[src/rtl/dcache_responder.sv]
// -----------------------------------------------------------------------------
// dcache_responder
//
// Data-port responder for the 8-bit RISC-V core. It puts a direct-mapped,
// write-through, no-write-allocate cache in front of a slow backing memory
// that uses a req/ack handshake.
//   - Read hits are served combinationally with no stall.
//   - Read misses fetch the word from memory and fill the line.
//   - All writes go to memory. The line is updated only on a hit.
// The core holds MemRead/MemWrite while busy=1. The one-cycle DONE state
// releases it.
//
// Ports
//   clock      : rising-edge clock
//   reset      : asynchronous, active-low reset
//   addr       : byte address from the datapath
//   wdata      : store data
//   MemRead    : load request (level)
//   MemWrite   : store request (level, has priority over MemRead)
//   rdata      : load data, valid when MemRead=1 and busy=0
//   busy       : stall towards the controller
//   mem_req    : backing-memory request, held until mem_ack
//   mem_we     : backing-memory write enable
//   mem_addr   : backing-memory address
//   mem_wdata  : backing-memory write data
//   mem_rdata  : backing-memory read data, valid with mem_ack
//   mem_ack    : single-cycle completion pulse
// -----------------------------------------------------------------------------
module dcache_responder #(
    parameter int NBITS  = 8,
    parameter int NLINES = 8
) (
    input  logic             clock,
    input  logic             reset,
    input  logic [NBITS-1:0] addr,
    input  logic [NBITS-1:0] wdata,
    input  logic             MemRead,
    input  logic             MemWrite,
    output logic [NBITS-1:0] rdata,
    output logic             busy,
    output logic             mem_req,
    output logic             mem_we,
    output logic [NBITS-1:0] mem_addr,
    output logic [NBITS-1:0] mem_wdata,
    input  logic [NBITS-1:0] mem_rdata,
    input  logic             mem_ack
);

    localparam int IDX_W = $clog2(NLINES);
    localparam int TAG_W = NBITS - IDX_W;

    typedef enum logic [1:0] {
        IDLE,
        FETCH,
        WRITE,
        DONE
    } state_t;

    state_t state_q, state_d;

    logic [NLINES-1:0] valid_q;
    logic [TAG_W-1:0]  tag_q  [NLINES];
    logic [NBITS-1:0]  data_q [NLINES];
    logic [NBITS-1:0]  hold_q;

    logic [IDX_W-1:0]  index;
    logic [TAG_W-1:0]  tag;
    logic              hit;
    logic              fill_en;   // read miss completing: allocate the line
    logic              upd_en;    // write hit completing: refresh the line data

    assign index = addr[IDX_W-1:0];
    assign tag   = addr[NBITS-1:IDX_W];
    assign hit   = valid_q[index] && (tag_q[index] == tag);

    // Next state and outputs.
    always_comb begin
        // NOTE: every signal gets a default before the case, so no path leaves one unassigned and no latch is inferred.
        state_d   = state_q;
        busy      = 1'b0;
        mem_req   = 1'b0;
        mem_we    = 1'b0;
        mem_addr  = '0;
        mem_wdata = '0;
        rdata     = '0;
        fill_en   = 1'b0;
        upd_en    = 1'b0;

        case (state_q)
            IDLE: begin
                if (MemWrite) begin
                    busy    = 1'b1;
                    state_d = WRITE;
                end else if (MemRead) begin
                    if (hit) begin
                        rdata = data_q[index];
                    end else begin
                        busy    = 1'b1;
                        state_d = FETCH;
                    end
                end
            end

            // The transaction runs to DONE even if the core drops its request.
            FETCH: begin
                busy     = 1'b1;
                mem_req  = 1'b1;
                mem_addr = addr;
                if (mem_ack) begin
                    fill_en = 1'b1;
                    state_d = DONE;
                end
            end

            WRITE: begin
                busy      = 1'b1;
                mem_req   = 1'b1;
                mem_we    = 1'b1;
                mem_addr  = addr;
                mem_wdata = wdata;
                if (mem_ack) begin
                    upd_en  = hit;     // no-write-allocate: a miss leaves the line alone
                    state_d = DONE;
                end
            end

            // The core advances this cycle. Requests seen here are ignored.
            DONE: begin
                rdata   = hold_q;
                state_d = IDLE;
            end

            default: state_d = IDLE;
        endcase
    end

    // Control state, valid bits and holding register.
    always_ff @(posedge clock or negedge reset) begin
        if (!reset) begin
            state_q <= IDLE;
            valid_q <= '0;
            hold_q  <= '0;
        end else begin
            // NOTE: sequential state uses non-blocking assignments so every register samples pre-edge values.
            state_q <= state_d;
            if (fill_en) begin
                valid_q[index] <= 1'b1;
                hold_q         <= mem_rdata;
            end
        end
    end

    // NOTE: tag/data arrays carry no reset; a line is only trusted once its valid bit is set.
    always_ff @(posedge clock) begin
        if (fill_en) begin
            tag_q[index]  <= tag;
            data_q[index] <= mem_rdata;
        end else if (upd_en) begin
            data_q[index] <= wdata;
        end
    end

endmodule
[config.mk]
export PLATFORM = sky130hd
export DESIGN_NAME = dcache_responder
export DESIGN_NICKNAME = d
export VERILOG_FILES = /design/src/rtl/dcache_responder.sv
export SDC_FILE = /design/constraint.sdc
export NUM_CORES = 1
export LEC_CHECK = 0
export ABC_AREA = 1
export CORE_ASPECT_RATIO = 1.25
export CORE_UTILIZATION = 30
export DETAILED_ROUTE_END_ITERATION = 8
export HOLD_SLACK_MARGIN = 0.15
export PLACE_DENSITY = 0.47
export SLEW_MARGIN = 20
export SYNTH_ARGS = -nofsm -noshare
export SYNTH_HDL_FRONTEND = slang
export SYNTH_SLANG_ARGS = --single-unit
[constraint.sdc]
create_clock -name clock -period 2.2 [get_ports clock]
set_input_delay 0.33 -clock clock [delete_from_list [all_inputs] [get_ports clock]]
set_output_delay 0.33 -clock clock [all_outputs]
set_load 0.01 [all_outputs]
Word level (Yosys, flattened, before mapping)
Memory sizes are Yosys's and may differ from the RTL's.
Index checks and enable logic that the tools add are counted.
- $add $sub $neg: 0
- multipliers: 0
- divide/modulo/power cells: 0
- $lt $le $gt $ge: 2
- equality and inequality tests: 7
- shifts and indexed selects: 0
- muxes and demuxes: 31
- bitwise operators: 2
- reduce and logical (&&, ||, !) cells: 5
- operators by type and width (operator ; count):
    8-bit two-way mux ; 6
    1-bit two-way mux ; 16
    8-bit case mux with 2 select lines ; 1
    2-bit two-way mux ; 4
    8-bit OR ; 1
    3-bit != test, second input constant ; 2
    2-bit case mux with 3 select lines ; 1
    5-bit == test ; 1
    2-bit == test, second input constant ; 2
    3-bit by 4-bit less-than comparator with 1-bit output, second input constant ; 1
    1-bit binary-select mux with 3-bit select ; 1
    1-bit demux with 3-bit select ; 1
    3-bit by 1-bit greater-or-equal comparator with 1-bit output, second input constant ; 1
    3-bit AND reduction ; 1
    2-bit by 1-bit == test with 1-bit output, second input constant ; 1
    1-bit logical AND ; 2
    2-bit logical NOT ; 1
    2-bit by 1-bit != test with 1-bit output, second input constant ; 1
    1-bit case mux with 2 select lines ; 1
    2-bit OR reduction ; 1
    1-bit OR ; 1
- bits in registers: 18
- latch bits: 0
- memory bits (writable): 104
- ROM bits: 0
- input bits: 29
- output and inout port bits: 27
- logic and storage cells: 52
- memories kept: 2
- memories (name ; depth ; width ; rd ports ; clocked after memory_dff ; wr ports ; RTL line ; text):
    data_q ; 8 ; 8 ; 1 ; 0 ; 1 ; 63 ; logic [NBITS-1:0] data_q [NLINES];
    tag_q ; 8 ; 5 ; 1 ; 0 ; 1 ; 62 ; logic [TAG_W-1:0] tag_q [NLINES];

Longest topological paths before layout
Gate-level depths: netlist of the first run.
- word-level depth: 9
- mapped depth: 16

Worst setup path before layout of the first run
No wires, ideal clock.
- kind: in2reg
- start point: in addr[2]
- end point: mem data_q[4][0] (enable)
- setup time: 0.370 ns
- arrival: 1.835 ns
- required time: 1.830 ns
- slack: -0.005 ns
- stages on the path: 13
- buffers on the path: 1
- path through: buf_6 > nand2_2 > inv_2 > nand3_1 > nand2_1 > nor2_1 > nand2_1 > nand2_1 > nand2_1 > nor2_4 > nand3_4 > o21a_1 > nor2_1
- longest elaborated chain between the ends: 9
- elaborated cells on any way between the ends: 11
- ends and longest elaborated chain (item ; RTL line ; text):
    from (decl) ; 35 ; input logic [NBITS-1:0] addr,
    memory read 8 x 5 bit or 1-bit binary-select mux with 3-bit select (tied branches) ; n/a ;
    5-bit == test or 1-bit two-way mux (tied branches) ; 74 ; assign hit = valid_q[index] && (tag_q[index] == tag);
    1-bit logical AND ; 74 ;
    1-bit two-way mux ; 121 ; if (mem_ack) begin
    1-bit two-way mux ; 89 ; case (state_q)
    1-bit two-way mux ; 158 ; end else if (upd_en) begin
    1-bit two-way mux ; 155 ; if (fill_en) begin
    1-bit two-way mux (not written as such) ; 159 ; data_q[index] <= wdata;
    1-bit OR (no source line) ; n/a ;
    to (decl) ; 63 ;
Several ways; a longest one is shown, not always the timed one. The select of a mux whose other input is x is not followed.

Worst setup path in the final report of the first run
- start point: mem tag_q[6][2] (netlist bit)
- end point: out rdata[4]
- longest elaborated chain between the ends: 7
- ends and longest elaborated chain (item ; RTL line ; text):
    from (decl) ; 62 ;
    memory read 8 x 5 bit ; n/a ;
    5-bit == test ; 74 ;
    1-bit logical AND ; 74 ;
    8-bit two-way mux ; 95 ; if (hit) begin
    8-bit two-way mux ; 94 ; end else if (MemRead) begin
    8-bit two-way mux ; 91 ; if (MemWrite) begin
    8-bit case mux with 2 select lines ; 89 ;
    to (decl) ; 39 ; output logic [NBITS-1:0] rdata,
Every way passes these cells.

==> results of run 1 <==
power by group through the flow:
stage	Sequential (uW)	Clock (uW)	Combinational [uW]
floorplan	2840	0	917
global placement	2860	0	1790
detailed placement	2860	0	1810
CTS	2820	2940	1860
global route	2840	3050	2060
finish	2820	2890	1870
through the flow:
stage	total power (uW)	instances	util (%)
after floorplan	3750	506	-
after global placement	4650	858	38.7
after detailed placement	4670	858	38.7
after CTS	7620	899	43.6
after global routing	7940	900	44.1
final	7580	900	44.1
logic make-up after synthesis:
kind of cell	after synthesis	share of synthesized area [%]
and+or+nand+nor	214	18.7
DFF	122	63.7
buffers and inverters	98	7.92
AOI/OAI and AO/OA	59	7.00
muxes	8	1.61
adders and majority gates	5	1.12
cells in the mapped netlist, types with 2 or more instances:
cell type / instances / area, um2
sky130_fd_sc_hd__a21oi_1: 9 / 45.0
sky130_fd_sc_hd__buf_6: 6 / 67.6
sky130_fd_sc_hd__clkbuf_1: 11 / 41.3
sky130_fd_sc_hd__dfrtp_1: 18 / 450
sky130_fd_sc_hd__edfxtp_1: 104 / 3120
sky130_fd_sc_hd__ha_1: 5 / 62.6
sky130_fd_sc_hd__inv_1: 71 / 267
sky130_fd_sc_hd__inv_2: 2 / 7.51
sky130_fd_sc_hd__inv_4: 2 / 12.5
sky130_fd_sc_hd__mux2_2: 8 / 90.1
sky130_fd_sc_hd__nand2_1: 97 / 364
sky130_fd_sc_hd__nand2_2: 8 / 50.1
sky130_fd_sc_hd__nand3_1: 31 / 155
sky130_fd_sc_hd__nand3_2: 4 / 40.0
sky130_fd_sc_hd__nand3_4: 2 / 35.0
sky130_fd_sc_hd__nand4_1: 4 / 25.0
sky130_fd_sc_hd__nor2_1: 37 / 139
sky130_fd_sc_hd__nor2_2: 2 / 12.5
sky130_fd_sc_hd__nor2_4: 4 / 45.0
sky130_fd_sc_hd__nor2_8: 2 / 40.0
sky130_fd_sc_hd__nor3_1: 2 / 10.0
sky130_fd_sc_hd__nor4_1: 7 / 43.8
sky130_fd_sc_hd__o21a_1: 2 / 15.0
sky130_fd_sc_hd__o21ai_0: 12 / 60.1
sky130_fd_sc_hd__o21ai_2: 8 / 70.1
sky130_fd_sc_hd__o21bai_2: 2 / 22.5
sky130_fd_sc_hd__o221ai_1: 7 / 61.3
sky130_fd_sc_hd__o22ai_1: 17 / 106
sky130_fd_sc_hd__or2_2: 14 / 87.6
cell type report:
type,instances,area share [%]
Clock buffer,18,5.33
Clock inverter,14,2.29
Inverter,77,3.75
Multi-Input combinational cell,287,23.0
Sequential cell,122,44.4
Tap cell,228,3.54
Timing Repair Buffer,153,17.6
Timing Repair inverter,1,0.0777
flip-flops by register name (all words and copies together) (netlist names):
register and count:
data_q 64, valid_q 8, state_q 2, tag_q 40
hold_q 8
worst paths after layout:
path	depth (start not counted)	slack [ps]	start	to
worst max-delay path	12	-240	tag_q[6][2]	rdata[4]
worst min-delay path	2	240	reset	hold_q[6]
worst max register to register	11	20	tag_q[6][2]	data_q[2][1]
worst min register to register	2	470	valid_q[0]	valid_q[0]
max in group asynchronous	2	1730	reset	valid_q[2]
min in group clock	2	470	valid_q[0]	valid_q[0]
cells in the final DEF (no fill, tap or decap), drive strengths merged, types with 18 or more instances in the layout:
cell type,synthesis,layout
clkbuf,11,18
inv,76,83
nand3,37,38
nor2,45,45
buf,10,107
nand2,105,105
edfxtp,104,104
o21ai,21,21
clkdlybuf4s50,0,27
dfrtp,18,18
worst max-delay path, cell delays in order, from the launching register on:
cell and delay (ps):
sky130_fd_sc_hd__edfxtp_1 420, sky130_fd_sc_hd__nor2_1 110, sky130_fd_sc_hd__nor2_1 50, sky130_fd_sc_hd__nand2_1 60, sky130_fd_sc_hd__nand2_2 60, sky130_fd_sc_hd__o21bai_2 110, sky130_fd_sc_hd__nand2_2 70, sky130_fd_sc_hd__nor2_4 160
sky130_fd_sc_hd__nand3_4 150, sky130_fd_sc_hd__inv_4 110, sky130_fd_sc_hd__nand3_2 90, sky130_fd_sc_hd__a21oi_2 160, sky130_fd_sc_hd__buf_2 150
repair_timing:
item                                    CTS  global route
setup buffers                             6             3
endpoints found under the setup margin  153           137
endpoints found under the hold margin     0             0
resized for setup                       113            28
hold buffers                              0             0
pin swaps                                15            13
gates cloned                              4             0
per-layer routing:
layer | global-route usage, % | vias up | wire (um) | share of wire (%)
li1 | - | 2024 | - | -
met1 | 18.2 | 2049 | 5950 | 39
met2 | 31.9 | 76 | 8510 | 56
met3 | 3.71 | 19 | 407 | 2.7
met4 | 5.97 | 0 | 237 | 1.6
met5 | 0 | - | 0 | 0
==> summary.md, run 1 <==
| Metric | Value |
|---|---|
| Number of distinct library cells after synthesis | `37` |
| Initial Util | `30.8%` |
| Worst hold slack after final layout | `~240 ps` |
| Final setup skew | `around 9.0 ps` |
| H-tree Lvls | `4` |
| Clock slew seen by the registers of the worst setup and hold paths | `60 ps` |
| Global-route wire length before repair | `between 20000 and 25000 um` |
| Ys flop type | `sky130_fd_sc_hd__edfxtp_1` |
| Place WS | `-1100 ps` |
| Boundary Pins | `56` |
| GRT Total Usage | `16.8%` |
| Final number of setup-violating endpoints | `9` |
| Clock sink count | `122` |
| Cell-internal power | `5390 uW` |
| Cell at the root of the clock tree | `sky130_fd_sc_hd__clkbuf_16` |
| Core Footprint | `about 18000 um2` |
| Fraction of power consumed by the clock network | `between 30% and 40%` |
| Placed cell area | `a little over 7000 um2` |
| Total wire length after detailed routing | `15100 um` |
| Combined area of the multi-input logic cells | `~1900 um2` |
| Final Worst Setup Slack | `-240 ps` |
| Post-synthesis sequential area ratio | `between 60% and 70%` |
| Outcome | `finished with violations` |
| Area occupied by registers | `between 3000 and 4000 um2` |
| Clock latency reported for the late side of the worst-skew pair | `between 400 and 500 ps` |
| Slew at the pin closest to its max-slew limit | `about 390 ps` |
| Class of the tightest hold or removal check | `input port to asynchronous set/reset pin` |
| Die Y | `around 150 um` |
| Violated checks | `setup timing` |
| Fill cell count | `around 1700` |
| Number of nets in the layout | `693` |
| Net load switching power | `roughly 2200 uW` |
| Routability congestion estimate from global placement | `slightly above 0.8` |
| Leftover overflow at the end of global routing | `0` |
| Via count normalized by instance count | `4.63` |
| Largest net degree at the start of global routing | `19` |
| Flop and latch count out of synthesis | `122` |
| Total vias in the final route | `between 4000 and 5000` |
| Synthesized area per cell | `between 10 and 15 um2` |
| Comb pwr share | `between 20% and 30%` |
| Syn-to-layout area delta | `43.4%` |
| Post-Layout Inst Area | `around 8000 um2` |
| Final period utilization | `111%` |
| First drt pass iteration count | `4` |
| Final count of pins violating max slew | `0` |
| Final count of hold timing violations | `0` |
| Initial DRC Count | `~200` |
| Synth Net Count | `540` |
| Drt wl/cell | `approximately 17 um` |
| Worst path arrival time | `approximately 2100 ps` |
| Estimated wirelength of the detail-placed design | `~11000 um` |
| RSZ-0062 raised after global routing | `yes` |
| TritonCTS clock tree | `built` |
| Number of clock buffers inserted by TritonCTS | `17` |
| Register share of total power | `37.2%` |
| Sw Ratio | `approximately 29%` |
| Worst-case vdd ir drop | `0.563 mV` |
| Total power density per cell area | `942 nW/um2` |
| Element type at the critical path start | `flop` |
| Number of I/O port buffers | `between 50 and 60` |
| Via count of the first global-routing pass | `around 4600` |
| Number of routed nets with antenna violations | `0` |
| Headroom to the max-slew limit | `between 70% and 80%` |
| Setup TNS | `-1870 ps` |
| Number of cells produced by synthesis | `between 500 and 600` |
| Yosys warns | `0` |
| Overall die area | `around 19000 um2` |
| Post-synth EDFFs | `104` |
| Max Fclk | `just over 400 MHz` |
| Proportion of register bits with asynchronous set or reset after synthesis | `about 15%` |
| Number of antenna diodes | `0` |
| Maximum fanout along the worst path | `4` |
| DIE WIDTH | `124 um` |
| Cell area after synthesis | `roughly 5600 um2` |
| Worst Path Required | `1870 ps` |
| WS Path Type | `flop to primary output` |
| Row Count | `55` |
| Share of layout cells above drive strength 1 | `approximately 37%` |
| Kind of end point of the critical path | `primary output` |
| Number of remaining DRC errors | `0` |
| Max-Cap Viols | `0` |
| Largest buffer count on any clock path | `2` |
| Leakage Power | `approximately 0.0034 uW` |
| Post-layout min period | `around 2400 ps` |
| Initial antenna violation count | `0` |
Power figures use the tool's default switching activity.
==> inputs of run 2 (changes only) <==
CELL_PAD_IN_SITES_DETAIL_PLACEMENT = 0   (was default)
CELL_PAD_IN_SITES_GLOBAL_PLACEMENT = 2   (was default)
PLACE_DENSITY = 0.65   (was 0.47)
SKIP_CTS_REPAIR_TIMING = 1   (was default)
==> run 2 against run 1 <==
Compared with the run above:
- the run still ends with setup timing left
- non-clock buffer count down 9
- die area unchanged
- register-to-register slack is essentially flat
- via count shrank 1.1%
- sequential power is essentially flat
- maximum frequency decreased by 0.57%
- utilization down 0.63 points
- critical path depth is the same
- cell count down 1.1%
- flip-flop and latch count did not move
- first-iteration DRC count is 31% lower
- critical path type is now input port to primary output
==> summary.md, run 2 (same netlist as run 1, synthesis figures left out) <==
| Metric | Value |
|---|---|
| Die Y | `155 um (unchanged)` |
| Worst path arrival time | `2120 ps (about the same)` |
| Boundary Pins | `56 (unchanged)` |
| Maximum fanout along the worst path | `8 (+4)` |
| Core Footprint | `18200 um2 (unchanged)` |
| Syn-to-layout area delta | `41.4%` |
| Cell at the root of the clock tree | `sky130_fd_sc_hd__clkbuf_16` |
| Number of remaining DRC errors | `0 (unchanged)` |
| Fill cell count | `1740 (+0.99%)` |
| TritonCTS clock tree | `built` |
| Commonest cells after routing, fill and taps aside | `104 x sky130_fd_sc_hd__edfxtp_1, 83 x sky130_fd_sc_hd__nand2_1, 69 x sky130_fd_sc_hd__inv_1, 69 x sky130_fd_sc_hd__buf_4, 30 x sky130_fd_sc_hd__nor2_1` |
| Share of layout cells above drive strength 1 | `36.3% (-0.80 points)` |
| Largest net degree at the start of global routing | `20 (+1)` |
| Initial DRC Count | `143 (-31%)` |
| Estimated wirelength of the detail-placed design | `11300 um (+3.2%)` |
| Overall die area | `19300 um2 (unchanged)` |
| Place WS | `-1150 ps (-50.3 ps)` |
| Final count of hold timing violations | `0 (unchanged)` |
| Fraction of power consumed by the clock network | `37.0% (-1.1 points)` |
| Initial antenna violation count | `0 (unchanged)` |
| Total vias in the final route | `4123 (-1.1%)` |
| First drt pass iteration count | `4 (unchanged)` |
| Routability congestion estimate from global placement | `0.819 (+1.2%)` |
| Area occupied by registers | `3570 um2 (unchanged)` |
| Slew at the pin closest to its max-slew limit | `355 ps (-39.6 ps)` |
| Leakage Power | `0.00352 uW (+3.4%)` |
| Final number of setup-violating endpoints | `9 (unchanged)` |
| Clock sink count | `122 (unchanged)` |
| Kind of end point of the critical path | `primary output` |
| Largest register FFs | `64 (unchanged)` |
| Post-layout min period | `2450 ps (+14.1 ps)` |
| Number of nets in the layout | `685 (-1.2%)` |
| GRT Total Usage | `16.7% (-0.12 points)` |
| Clock latency reported for the late side of the worst-skew pair | `410 ps (about the same)` |
| Sw Ratio | `28.0% (-0.91 points)` |
| Final period utilization | `112% (+0.64 points)` |
| Total power density per cell area | `942 nW/um2 (about the same)` |
| Number of routed nets with antenna violations | `0 (unchanged)` |
| Outcome | `finished with violations` |
| Leftover overflow at the end of global routing | `0 (unchanged)` |
| Total wire length after detailed routing | `15600 um (+3.6%)` |
| Net load switching power | `2100 uW (-4.5%)` |
| Cell-internal power | `5380 uW (-0.13%)` |
| Global-route wire length before repair | `24000 um (-1.9%)` |
| Number of clock buffers inserted by TritonCTS | `17 (unchanged)` |
| H-tree Lvls | `4 (unchanged)` |
| Final Worst Setup Slack | `-254 ps (-14.1 ps)` |
| Drt wl/cell | `17.6 um (+4.8%)` |
| Worst Path Required | `1870 ps (about the same)` |
| Max-Cap Viols | `0 (unchanged)` |
| Violated checks | `setup timing` |
| Headroom to the max-slew limit | `76.1% (+2.4 points)` |
| Final setup skew | `6.21 ps (-2.78 ps)` |
| Worst-case vdd ir drop | `0.549 mV (-2.4%)` |
| Most frequent standard cell in the layout excluding fill and tap cells | `sky130_fd_sc_hd__edfxtp_1` |
| Max Fclk | `407 MHz (-0.57%)` |
| Number of I/O port buffers | `55 (unchanged)` |
| Via count normalized by instance count | `4.63 (about the same)` |
| Power, Total | `7470 uW (-1.4%)` |
| DIE WIDTH | `124 um (unchanged)` |
| Biggest register | `data_q` |
| RSZ-0062 raised after global routing | `yes` |
| Count of cells along the worst register-to-register path | `16 (+5)` |
| Clock slew seen by the registers of the worst setup and hold paths | `50 ps (about the same)` |
| Initial Util | `30.8% (unchanged)` |
| Largest registers | `data_q (64), tag_q (40)` |
| Comb pwr share | `25.4% (+0.7 points)` |
| Via count of the first global-routing pass | `4295 (-7.0%)` |
| WS Path Type | `input port to primary output` |
| Largest buffer count on any clock path | `2 (unchanged)` |
| Combined area of the multi-input logic cells | `1840 um2 (-0.94%)` |
| Reg-to-reg setup timing slack | `30 ps (about the same)` |
| Register share of total power | `37.6% (+0.4 points)` |
| Number of antenna diodes | `0 (unchanged)` |
| Crit Reg-Reg Startpoint | `tag_q[7][1]` |
| Final count of pins violating max slew | `0 (unchanged)` |
| Endpoint of the lowest-slack register-to-register path | `data_q[6][4]` |
| Row Count | `55 (unchanged)` |
| Class of the tightest hold or removal check | `input port to asynchronous set/reset pin` |
| Element type at the critical path start | `input port` |
-- run 2: cell types whose count changed in the layout (fill, tap and decap cells not counted), sizes merged --
cell,previous run,this run
nor2,45,46
clkinv,5,7
dlymetal6s2s,0,18
clkdlybuf4s15,2,0
dlygate4sd2,16,0
inv,83,77
bufbuf,1,0
clkbuf,18,22
buf,107,97
-- run 2: worst max path at each step --
stage	cells past startpoint	slack (ps)	end	from
floorplan	13	-5	data_q[4][0]	addr[2]
global placement	12	-1080	rdata[6]	addr[1]
detailed placement	12	-1150	rdata[6]	addr[1]
CTS	12	-1170	rdata[6]	addr[1]
global route	15	-350	rdata[4]	addr[2]
finish	12	-250	rdata[6]	addr[2]
-- run 2: metrics by stage --
step	setup TNS, ps	hold slack (ps)	std cells	area, um2	utilization, %
6_report	-1730	266	890	7930	43.5
5_1_grt	-11890	289	890	7930	43.5
4_1_cts	-54990	257	885	7620	41.8
3_5_place_dp	-108100	455	855	7040	38.6
3_3_place_gp	-105540	448	855	7040	38.6
2_1_floorplan	-332	34.4	506	5610	-
-- run 2: layout make-up --
class | count | area share (%)
flip-flops and latches | 122 | 45.0
clock buffers | 20 | 5.50
inverters | 77 | 3.80
repair buffers | 144 | 17.0
clock inverters | 10 | 1.85
repair inverters | 1 | 0.0789
well taps | 228 | 3.60
multi-input cells | 288 | 23.2
-- run 2: routing by layer --
layer	vias up	GRT usage (%)	wire length [um]	part of all wire [%]
met2	65	31.6	8690	56
met1	2029	18.9	6290	40
met5	-	0	0	0
li1	2006	-	-	-
met3	23	2.79	393	2.5
met4	0	5.51	278	1.8
-- run 2: worst max-delay path, stage by stage --
cell and delay [ps]:
sky130_fd_sc_hd__dlymetal6s2s_1 140, sky130_fd_sc_hd__buf_12 150, sky130_fd_sc_hd__clkbuf_4 170, sky130_fd_sc_hd__nand3_2 150
sky130_fd_sc_hd__buf_12 150, sky130_fd_sc_hd__or2_2 100, sky130_fd_sc_hd__o221ai_1 110, sky130_fd_sc_hd__nor4_2 220
sky130_fd_sc_hd__buf_4 180, sky130_fd_sc_hd__nand3_2 80, sky130_fd_sc_hd__a21oi_2 180, sky130_fd_sc_hd__buf_2 150
-- run 2: power groups by stage --
stage | sequential [uW] | clock [uW] | combinational [uW]
after floorplan | 2840 | 0 | 917
after global placement | 2850 | 0 | 1830
after detailed placement | 2850 | 0 | 1830
after CTS | 2810 | 2830 | 1840
after global routing | 2830 | 2910 | 2100
final | 2810 | 2760 | 1900
